### src/rtl/spi_device_byte.sv
// SPI mode-0 target: oversampled SCK/CS/MOSI, byte-wide RX/TX valid/ready interfaces, sticky error flags.
// Optional macro SPI_DEVICE_MISO_OE_EN adds spi_miso_oe_o for shared-MISO tri-state control.
module spi_device_byte #(
  parameter int unsigned SyncStages = 2,
  parameter bit          MsbFirst   = 1'b1,
  parameter logic [7:0]  IdleByte   = 8'hFF
) (
  input  logic       clk_sys_i,
  input  logic       rst_sys_ni,
  input  logic       spi_sck_i,
  input  logic       spi_csn_i,
  input  logic       spi_mosi_i,
  output logic       spi_miso_o,
`ifdef SPI_DEVICE_MISO_OE_EN
  output logic       spi_miso_oe_o,
`endif
  output logic [7:0] rx_data_o,
  output logic       rx_valid_o,
  input  logic       rx_ready_i,
  input  logic [7:0] tx_data_i,
  input  logic       tx_valid_i,
  output logic       tx_ready_o,
  output logic       rx_overrun_o,
  output logic       tx_underrun_o,
  input  logic       flags_clr_i,
  output logic       busy_o
);

  typedef enum logic {StIdle, StActive} state_e;

  logic [SyncStages-1:0] sck_sync_q, sck_sync_d;
  logic [SyncStages-1:0] csn_sync_q, csn_sync_d;
  logic [SyncStages-1:0] mosi_sync_q, mosi_sync_d;
  logic                  sck_hist_q, sck_hist_d;
  logic                  csn_hist_q, csn_hist_d;

  state_e     state_q, state_d;
  logic [2:0] bit_cnt_q, bit_cnt_d;
  logic       reload_q, reload_d;
  logic [7:0] rx_shift_q, rx_shift_d;
  logic [7:0] tx_shift_q, tx_shift_d;
  logic [7:0] hold_q, hold_d;
  logic       hold_full_q, hold_full_d;
  logic [7:0] rx_data_q, rx_data_d;
  logic       rx_valid_q, rx_valid_d;
  logic       overrun_q, overrun_d;
  logic       underrun_q, underrun_d;

  logic sck_s, csn_s, mosi_s;
  logic sck_rise, sck_fall, csn_rise, csn_fall;
  logic load_tx, byte_done, overrun_set, underrun_set;

  assign sck_s  = sck_sync_q[SyncStages-1];
  assign csn_s  = csn_sync_q[SyncStages-1];
  assign mosi_s = mosi_sync_q[SyncStages-1];

  assign sck_rise = sck_s & ~sck_hist_q;
  assign sck_fall = ~sck_s & sck_hist_q;
  assign csn_rise = csn_s & ~csn_hist_q;
  assign csn_fall = ~csn_s & csn_hist_q;

  always_comb begin
    // NOTE: every signal assigned here gets a default first so no path leaves it unassigned (no latch).
    sck_sync_d   = {sck_sync_q[SyncStages-2:0], spi_sck_i};
    csn_sync_d   = {csn_sync_q[SyncStages-2:0], spi_csn_i};
    mosi_sync_d  = {mosi_sync_q[SyncStages-2:0], spi_mosi_i};
    sck_hist_d   = sck_s;
    csn_hist_d   = csn_s;
    state_d      = state_q;
    bit_cnt_d    = bit_cnt_q;
    reload_d     = reload_q;
    rx_shift_d   = rx_shift_q;
    tx_shift_d   = tx_shift_q;
    hold_d       = hold_q;
    hold_full_d  = hold_full_q;
    rx_data_d    = rx_data_q;
    rx_valid_d   = rx_valid_q;
    load_tx      = 1'b0;
    byte_done    = 1'b0;
    overrun_set  = 1'b0;
    underrun_set = 1'b0;

    unique case (state_q)
      StIdle: begin
        if (csn_fall) begin
          state_d   = StActive;
          bit_cnt_d = 3'd0;
          reload_d  = 1'b0;
          load_tx   = 1'b1;
        end
      end
      StActive: begin
        if (csn_rise) begin
          // Aborting mid-byte drops partial RX bits and unsent TX bits.
          state_d    = StIdle;
          bit_cnt_d  = 3'd0;
          reload_d   = 1'b0;
          rx_shift_d = 8'h00;
          tx_shift_d = 8'h00;
        end else begin
          if (sck_rise) begin
            rx_shift_d = MsbFirst ? {rx_shift_q[6:0], mosi_s} : {mosi_s, rx_shift_q[7:1]};
            bit_cnt_d  = bit_cnt_q + 3'd1;
            if (bit_cnt_q == 3'd7) begin
              byte_done = 1'b1;
              reload_d  = 1'b1;
            end
          end
          if (sck_fall) begin
            if (reload_q) begin
              load_tx  = 1'b1;
              reload_d = 1'b0;
            end else begin
              tx_shift_d = MsbFirst ? {tx_shift_q[6:0], 1'b0} : {1'b0, tx_shift_q[7:1]};
            end
          end
        end
      end
      default: state_d = StIdle;
    endcase

    if (load_tx) begin
      if (hold_full_q) begin
        tx_shift_d  = hold_q;
        hold_full_d = 1'b0;
      end else begin
        tx_shift_d   = IdleByte;
        underrun_set = 1'b1;
      end
    end
    // Ready is taken from the registered state, so a same-cycle load never frees the slot early.
    if (tx_valid_i && tx_ready_o) begin
      hold_d      = tx_data_i;
      hold_full_d = 1'b1;
    end

    if (rx_valid_q && rx_ready_i) rx_valid_d = 1'b0;
    if (byte_done) begin
      if (rx_valid_q && !rx_ready_i) begin
        overrun_set = 1'b1;
      end else begin
        rx_data_d  = rx_shift_d;
        rx_valid_d = 1'b1;
      end
    end

    overrun_d  = (overrun_q & ~flags_clr_i) | overrun_set;
    underrun_d = (underrun_q & ~flags_clr_i) | underrun_set;
  end

  always_ff @(posedge clk_sys_i or negedge rst_sys_ni) begin
    if (!rst_sys_ni) begin
      // NOTE: CS synchronizer resets low so a CS already low at reset release never looks like a fall.
      sck_sync_q  <= '0;
      csn_sync_q  <= '0;
      mosi_sync_q <= '0;
      sck_hist_q  <= 1'b0;
      csn_hist_q  <= 1'b0;
      state_q     <= StIdle;
      bit_cnt_q   <= 3'd0;
      reload_q    <= 1'b0;
      rx_shift_q  <= 8'h00;
      tx_shift_q  <= 8'h00;
      hold_q      <= 8'h00;
      hold_full_q <= 1'b0;
      rx_data_q   <= 8'h00;
      rx_valid_q  <= 1'b0;
      overrun_q   <= 1'b0;
      underrun_q  <= 1'b0;
    end else begin
      // NOTE: non-blocking assignments so every flop samples the pre-edge value of its _d.
      sck_sync_q  <= sck_sync_d;
      csn_sync_q  <= csn_sync_d;
      mosi_sync_q <= mosi_sync_d;
      sck_hist_q  <= sck_hist_d;
      csn_hist_q  <= csn_hist_d;
      state_q     <= state_d;
      bit_cnt_q   <= bit_cnt_d;
      reload_q    <= reload_d;
      rx_shift_q  <= rx_shift_d;
      tx_shift_q  <= tx_shift_d;
      hold_q      <= hold_d;
      hold_full_q <= hold_full_d;
      rx_data_q   <= rx_data_d;
      rx_valid_q  <= rx_valid_d;
      overrun_q   <= overrun_d;
      underrun_q  <= underrun_d;
    end
  end

  assign busy_o        = (state_q == StActive);
  assign spi_miso_o    = busy_o & (MsbFirst ? tx_shift_q[7] : tx_shift_q[0]);
  assign rx_data_o     = rx_data_q;
  assign rx_valid_o    = rx_valid_q;
  assign tx_ready_o    = ~hold_full_q;
  assign rx_overrun_o  = overrun_q;
  assign tx_underrun_o = underrun_q;
`ifdef SPI_DEVICE_MISO_OE_EN
  assign spi_miso_oe_o = busy_o;
`endif

endmodule

### config.mk
export PLATFORM = sky130hd
export DESIGN_NAME = spi_device_byte
export DESIGN_NICKNAME = d
export VERILOG_FILES = /design/src/rtl/spi_device_byte.sv
export SDC_FILE = /design/constraint.sdc
export NUM_CORES = 1
export LEC_CHECK = 0
export ABC_AREA = 1
export BUFFER_PORTS_ARGS = -buffer_cell sky130_fd_sc_hd__clkbuf_2
export CORE_ASPECT_RATIO = 2
export CORE_MARGIN = 10
export CORE_UTILIZATION = 50
export CTS_BUF_LIST = sky130_fd_sc_hd__clkbuf_8
export CTS_CLUSTER_SIZE = 14
export DETAILED_ROUTE_END_ITERATION = 8
export PLACE_DENSITY = 0.71
export SYNTH_ARGS = -nofsm -noshare
export SYNTH_HDL_FRONTEND = slang
export SYNTH_SLANG_ARGS = --single-unit
### constraint.sdc
create_clock -name clk_sys_i -period 2.6 [get_ports clk_sys_i]
set_input_delay 0.13 -clock clk_sys_i [delete_from_list [all_inputs] [get_ports clk_sys_i]]
set_output_delay 0.13 -clock clk_sys_i [all_outputs]
set_load 0.02 [all_outputs]
Word-level counts from Yosys, hierarchy flattened:

Index checks and enable logic that the tools add are counted.

* memories: 0
* memory bits (writable): 0
* word-level logic and storage cells: 88
* register bits after elaboration: 49
* bits of input ports: 16
* ROM bits: 0
* latch bits: 0

* equal/unequal tests: 4
* multiply operators: 0
* add/subtract/negate cells: 1
* order comparisons: 0
* muxes and demuxes: 40
* reductions and logical operators: 10
* shift operators: 0
* divide/modulo/power cells: 0
* bitwise logic cells: 17

Operator list (number)
* 8-bit 2-to-1 mux: 9
* 1-bit 2-to-1 mux: 24
* 3-bit 2-to-1 mux: 3
* 1-bit NOT: 8
* 1-bit bitwise AND: 7
* 3-bit by 1-bit inequality test with 1-bit output, second input constant: 2
* 1-bit case mux with 2 select lines: 3
* 3-bit case mux with 2 select lines: 1
* 2-bit AND reduction: 2
* 2-bit nonzero test: 2
* 3-bit by 1-bit adder with 3-bit output, second input constant: 1
* 3-bit == test, second input constant: 1
* 1-bit logical AND: 3
* 3-bit AND reduction: 1
* 3-bit nonzero test: 1
* 2-bit inequality test, second input constant: 1
* 1-bit bitwise OR: 2
* 1-bit zero test: 1

Longest topological paths before layout:

Gate-level depths: netlist of the first run.

* depth in word-level cells: 7
* depth in mapped cells: 9

Worst setup path before layout of the first run:

No wires, ideal clock.

* kind: reg2reg
* start point: reg state_q, in the netlist busy_o
* end point: reg tx_shift_q[1]
* clock period less this slack: 1.297 ns
* slack: 1.303 ns
* stages on the path, launching flop included: 8
* setup time: 0.117 ns
* data arrival time: 1.180 ns
* buffers on the path: 0
* cell sequence: dfrtp_1 > nand2_2 > nand2_2 > nand2_2 > nand2_1 > nand2_1 > nand2_1 > nand2_1

* word-level cells in the longest chain between the ends: 4
* elaborated cells on any way between the ends: 7

RTL lines
* start: declaration: RTL line 37 `state_e state_q, state_d;`
* start signal: assignment: RTL line 159 `state_q <= StIdle;`
* start signal: assignment: RTL line 177 `state_q <= state_d;`
* 1-bit NOT
* 1-bit case mux with 2 select lines: RTL line 83 `unique case (state_q)`
* 3-bit by 1-bit inequality test with 1-bit output (no source line), or another cell as far along
* 3-bit AND reduction (no source line)
* end signal: assignment: RTL line 181 `tx_shift_q <= tx_shift_d;`
* end: declaration: RTL line 41 `logic [7:0] tx_shift_q, tx_shift_d;`

Parallel ways exist; a longest one is shown, timed or not.
A chain may end at the register's enable or synchronous reset.

Final worst setup path of the first run:

* start point: reg csn_sync_q[1]
* end point: reg rx_data_q[0], in the netlist rx_data_o[0]

* word-level cells in the longest chain between the ends: 4
* elaborated cells on any way between the ends: 6

RTL lines
* start: declaration: RTL line 32 `logic [SyncStages-1:0] csn_sync_q, csn_sync_d;`
* start signal: assignment: RTL line 173 `csn_sync_q <= csn_sync_d;`
* 1-bit bitwise AND *: RTL line 59 `assign csn_rise = csn_s & ~csn_hist_q;`
* 1-bit 2-to-1 mux: RTL line 93 `if (csn_rise) begin`
* 1-bit 2-to-1 mux: RTL line 83
* 2-bit AND reduction (no source line)
* end signal: assignment: RTL line 184 `rx_data_q <= rx_data_d;`
* end: declaration: RTL line 44 `logic [7:0] rx_data_q, rx_data_d;`

Every way passes the cells marked *; elsewhere a longest branch is shown, timed or not.

==> results of run 1 <==
-- report_power, final --
| part | total, mW | internal, mW | switching (mW) |
|---|---|---|---|
| sequential | 1.01 | 0.922 | 0.0867 |
| combinational | 0.508 | 0.220 | 0.288 |
| clock | 0.440 | 0.186 | 0.254 |
| total | 1.96 | 1.33 | 0.628 |
-- sequential cells by signal (all words and copies together), names as in the netlist, 2 cells and up --
| name | count |
|---|---|
| rx_data_o | 8 |
| mosi_sync_q | 2 |
| bit_cnt_q | 3 |
| sck_sync_q | 2 |
| csn_sync_q | 2 |
| hold_q | 8 |
| tx_shift_q | 8 |
| rx_shift_q | 8 |
-- cells in the mapped netlist (all sizes together) --
library cell  number
a21oi              1
o31ai              1
inv               25
nand2            104
o21ai              4
nor2              13
dfrtp             49
ha                 2
mux2               7
o22ai              3
nand3             11
or2                6
buf                1
-- routing by layer --
| metal | part of all wire | GRT usage | up-vias |
|---|---|---|---|
| li1 | - | - | 775 |
| met1 | 0.40 | 0.1296 | 695 |
| met2 | 0.53 | 0.2083 | 33 |
| met3 | 0.042 | 0.03138 | 10 |
| met4 | 0.025 | 0.05747 | 0 |
| met5 | 0 | 0 | - |
-- layout make-up --
| type | count | area [sq um] | area share |
|---|---|---|---|
| tap | 52 | 65.06 | 0.02706 |
| sequential | 49 | 1226 | 0.5099 |
| clock inverter | 3 | 18.77 | 0.007804 |
| multi-input combinational | 152 | 739.5 | 0.3075 |
| timing repair buffer | 34 | 192.7 | 0.08012 |
| inverter | 25 | 93.84 | 0.03902 |
| clock buffer | 5 | 68.82 | 0.02862 |
-- logic make-up after synthesis --
family          Yosys count
simple gates            134
buf+inv                  26
mux                       7
flops                    49
fa+ha+maj                 2
compound gates            9
-- critical path, delay by kind of cell (launching register included) --
kind	cells	cell delay (ns)
buf+inv	1	0.17
flops	1	0.41
simple gates	6	0.86
-- stage by stage --
stage / std cells / setup WS, ns
6_report: 320 / 1.107
3_3_place_gp: 308 / 1.170
2_1_floorplan: 227 / 1.303
3_5_place_dp: 308 / 1.103
4_1_cts: 320 / 1.077
5_1_grt: 320 / 0.8948
-- timing repair --
item | CTS | global route
hold buffers | 4 | 0
endpoints found under the hold margin | 52 | 0
setup endpoints to repair | 0 | 0
-- final timing paths --
check | to | slack, ns
min in group asynchronous | csn_hist_q | 0.46
worst min register to register | sck_sync_q[1] | 0.36
worst max-delay path | rx_data_o[0] | 1.11
worst max register to register | rx_data_o[0] | 1.11
worst min-delay path | rx_overrun_o | 0.03
max in group asynchronous | hold_q[2] | 1.73
==> run_results.csv, run 1 <==
group,metric,value,unit
run_status,status,"finished clean",
yosys,synth-adder-area-share,0.01208,
hold_path,whs_path_depth,2,
sta,timing.final.crit_share,0.5743,
worst_setup_path,worstReg2RegStart,"csn_sync_q[1]",
floorplan,dieArea,7272,sq um
drt,ant_nets,0,
clock_network,cts_tree,"yes",
yosys,synth.mux.area_fraction,0.03807,
final_layout,final_cell_mix,"100 x nand2_1, 49 x dfrtp_1, 29 x clkbuf_2, 20 x inv_1, 11 x nor2_1",
final_layout,final_nets,285,
worst_setup_path,end_kind,"flop",
pwr,ir_worst_vdd,0.0004678,V
yosys,synth_cell_types,19,
worst_setup_path,required,2.84,ns
yosys,synth_area_per_cell,9.122,sq um
final_layout,fin_area,2405,sq um
pwr,power,1.956,mW
drt,post-route-drc-count,0,
final_layout,antenna_cells,0,
clock_network,path_clk_slew,0.09,ns
placement,portBuffers,29,
drt,dr.pass1.iters,4,
floorplan,fp.dieH,111.0,um
yosys,synth_top_area_share,0.5921,
sta,relSlewSlack,0.5981,
drt,drt-wirelength-per-cell,12.60,um
floorplan,core_area,4046,sq um
final_layout,area_delta_synth_final,16.13,%
drt,dr.first_iter.drc_count,22,
yosys,yosys.area_share.simple,0.2749,
worst_setup_path,startpoint,"csn_sync_q[1]",
clock_network,cts_sinks,49,
global_route,gr-usage-all-layers,0.1208,
yosys,syn-cell-area,2071,sq um
pwr,p_leak,1.340,nW
global_route,grt_pass1_wl,7.072,mm
clock_network,post_cts_buffers,0,
yosys,synth.net_count,245,
floorplan,rows,33,
yosys,synth_top_family_by_area,"simple AND/OR/NAND/NOR gates",
sta,fin_crit,1.493,ns
global_route,antenna_found_initial,0,
placement,placedInstanceArea,2277,sq um
worst_setup_path,crit_type,"flop to flop",
global_route,overflow,0,
clock_network,ctsResizeCount,0,
clock_network,cts_buffers,5,
sta,setup_viol,0,
worst_setup_path,start_kind,"flop",
placement,hpwl,3.006,mm
final_layout,fillers,389,
worst_setup_path,arrival,1.73,ns
yosys,seq_area_frac_synth,0.5921,
worst_setup_path,crit_path_max_incr_delay,0.41,ns
yosys,synthTopCellsByArea,"dfrtp_1 59%, nand2_1 18%, mux2_2 3.8%",
clock_network,htree_num_levels,2,
sta,slew_violations,0,
drt,vias,1513,
yosys,synthCells,227,
sta,setup_tns,0,ns
drt,finalWirelength,4.031,mm
final_layout,fin_util,0.5943,
placement,globalplace.congestion,0.7996,
sta,rsz0062_at_grt,"no",
yosys,synth_compound_area_frac,0.03202,
worst_setup_path,reg2reg_depth,7,
sta,timing.fmax,669.7,MHz
worst_setup_path,cp_slowest_cell,"dfrtp_1",
clock_network,worstSkewPairLatency,0.30,ns
final_layout,layout_commonest_cell,"nand2_1",
clock_network,clockRootBuffer,"clkbuf_8",
drt,viasPerCell,4.728,
global_route,grt_pass1_vias,1548,
clock_network,clk_path_buf_depth,2,
yosys,synth_top_cell_by_area,"dfrtp_1",
hold_path,min_path_type,"input pin to flop",
global_route,grt_max_degree,50,
worst_setup_path,crit_top_cell,"nand2_1",
pwr,p_per_area,813.2,nW/um^2
worst_setup_path,cp_cell_sequence,"nand2_1 > nand2_2 > nor2_4 > nand3_4 > inv_2 > nand2_1 > nand2_1",
floorplan,io_pins,30,
hold_path,min_from,"flags_clr_i",
sta,fin_skew,0.005745,ns
job,maxCapViolations,0,
sta,tightest_slew,0.6028,ns
sta,hold_violations,0,
floorplan,initial_core_util,0.5118,
final_layout,post_route_cells_drive_above_1_share,0.2425,
yosys,synth_seq_cells,49,
yosys,yosys_warnings,0,
yosys,yosys.area_share.xor_xnor,0,
worst_setup_path,cp_max_fo,12,
sta,holdWs,0.02664,ns
floorplan,die_x,65.51,um
(Power assumes the default switching activity.)
==> run 2: changes to the inputs <==
- PLACE_DENSITY: 0.71 -> 0.74
- clock period: 2.6 -> 1.23 ns (I/O delays scaled with it)
==> run_results.csv, run 2 (synthesis results as in run 1) <==
group,metric,value,unit
run_status,status,"finished, violations left",
run_status,violations,"negative setup slack",
global_route,gr-usage-all-layers,0.1339,
hold_path,min_path_type,"input pin to flop",
worst_setup_path,cp_slowest_cell,"dfrtp_1",
sta,fin_skew,0.004839,ns
floorplan,dieArea,7272,sq um
sta,timing.fmax,771.0,MHz
drt,drt-wirelength-per-cell,13.55,um
drt,dr.pass1.iters,4,
worst_setup_path,arrival,1.52,ns
worst_setup_path,cp_max_fo,3,
final_layout,layout_commonest_cell,"nand2_1",
floorplan,io_pins,30,
clock_network,cts_buffers,5,
clock_network,clockRootBuffer,"clkbuf_8",
hold_path,min_from,"tx_data_i[4]",
worst_setup_path,end_kind,"flop",
floorplan,core_area,4046,sq um
worst_setup_path,path_depth,8,
pwr,p_per_area,1648,nW/um^2
placement,hpwl,3.257,mm
drt,vias,1707,
drt,viasPerCell,4.877,
clock_network,worstSkewPairLatency,0.30,ns
global_route,grt_pass1_wl,7.769,mm
sta,relSlewSlack,0.7974,
sta,setup_viol,16,
global_route,overflow,0,
final_layout,post_route_cells_drive_above_1_share,0.3926,
final_layout,antenna_cells,0,
drt,dr.first_iter.drc_count,45,
global_route,grt_max_degree,40,
sta,hold_violations,0,
placement,globalplace.congestion,0.8536,
worst_setup_path,crit_end,"rx_overrun_o",
worst_setup_path,worstReg2RegStart,"sck_sync_q[1]",
sta,slew_violations,0,
final_layout,fin_cells,350,
sta,holdWs,0.001539,ns
global_route,antenna_found_initial,0,
final_layout,area_delta_synth_final,40.48,%
worst_setup_path,cp_cell_sequence,"inv_2 > nor2_4 > inv_2 > nor2_4 > buf_4 > buf_4 > nand2_1 > o22ai_2",
floorplan,rows,33,
job,maxCapViolations,0,
sta,fin_crit,1.297,ns
final_layout,fin_area,2909,sq um
worst_setup_path,r2r-end,"rx_overrun_o",
floorplan,initial_core_util,0.5118,
worst_setup_path,cp_num_buf_inv,4,
final_layout,final_nets,315,
sta,timing.final.crit_share,1.054,
drt,finalWirelength,4.743,mm
global_route,grt_pass1_vias,1697,
worst_setup_path,cp_top_family,"flip-flops",
placement,placedInstanceArea,2444,sq um
floorplan,fp.dieH,111.0,um
worst_setup_path,startpoint,"sck_sync_q[1]",
worst_setup_path,r2r_setup_slack,-0.07,ns
clock_network,htree_num_levels,2,
worst_setup_path,start_kind,"flop",
pwr,power,4.794,mW
worst_setup_path,crit_path_max_incr_delay,0.39,ns
placement,dp_slack,-0.09284,ns
floorplan,die_x,65.51,um
sta,postLayoutSetupSlackWorst,-0.06694,ns
pwr,p_leak,1.541,nW
sta,setup_tns,-0.4822,ns
clock_network,clk_path_buf_depth,2,
drt,post-route-drc-count,0,
final_layout,fin_util,0.7189,
clock_network,cts_sinks,49,
worst_setup_path,required,1.45,ns
clock_network,path_clk_slew,0.08,ns
worst_setup_path,crit_type,"flop to flop",
pwr,ir_worst_vdd,0.001292,V
final_layout,final_cell_mix,"86 x nand2_1, 47 x dfrtp_1, 28 x clkbuf_2, 16 x inv_1",
placement,portBuffers,29,
worst_setup_path,reg2reg_depth,8,
sta,rsz0062_at_grt,"yes",
placement,dp_cells,325,
clock_network,cts_tree,"yes",
sta,tightest_slew,0.3039,ns
drt,ant_nets,0,
run 2: final cells by class:
type | instances | area (sq um)
Fill cell | 326 | 1137
Multi-Input combinational cell | 153 | 899.6
Clock buffer | 6 | 82.58
Clock inverter | 2 | 33.78
Tap cell | 52 | 65.06
Timing Repair Buffer | 63 | 498.0
Sequential cell | 49 | 1229
Inverter | 25 | 101.3
run 2: worst register-to-register path, delay by kind of cell, from the launching register on:
| kind | cells | cell delay (ns) |
|---|---|---|
| and+or+nand+nor | 3 | 0.38 |
| DFF | 1 | 0.39 |
| AOI/OAI and AO/OA | 1 | 0.09 |
| buffers and inverters | 4 | 0.36 |
run 2: worst min-delay path by stage:
| stage | endpoint | slack [ns] | depth (start not counted) |
|---|---|---|---|
| global placement | sck_sync_q[0] | -0.05 | 1 |
| floorplan | bit_cnt_q[0] | -0.23 | 0 |
| finish | hold_q[4] | 0.002 | 2 |
| CTS | hold_q[3] | 0.0006 | 2 |
| global route | hold_q[4] | 0.003 | 2 |
| detailed placement | rx_shift_q[7] | -0.04 | 1 |
run 2: timing repair:
action                                  4_1_cts  5_1_grt
gates resized for setup                      11       41
pin swaps                                     2       11
gates cloned                                  0        1
hold endpoints to repair                     58        2
buffers inserted                              1        4
endpoints found under the setup margin       18       40
hold buffers                                  9        2
run 2: report_power, final:
group,internal [mW],switching [mW]
clock network,0.654,0.497
logic,0.711,0.795
registers,1.95,0.187
run 2: per-layer routing:
metal  track usage  share of wire
met1        0.1273           0.34
met4       0.05460          0.038
met2        0.2482           0.58
met3       0.04150          0.040
met5             0              0
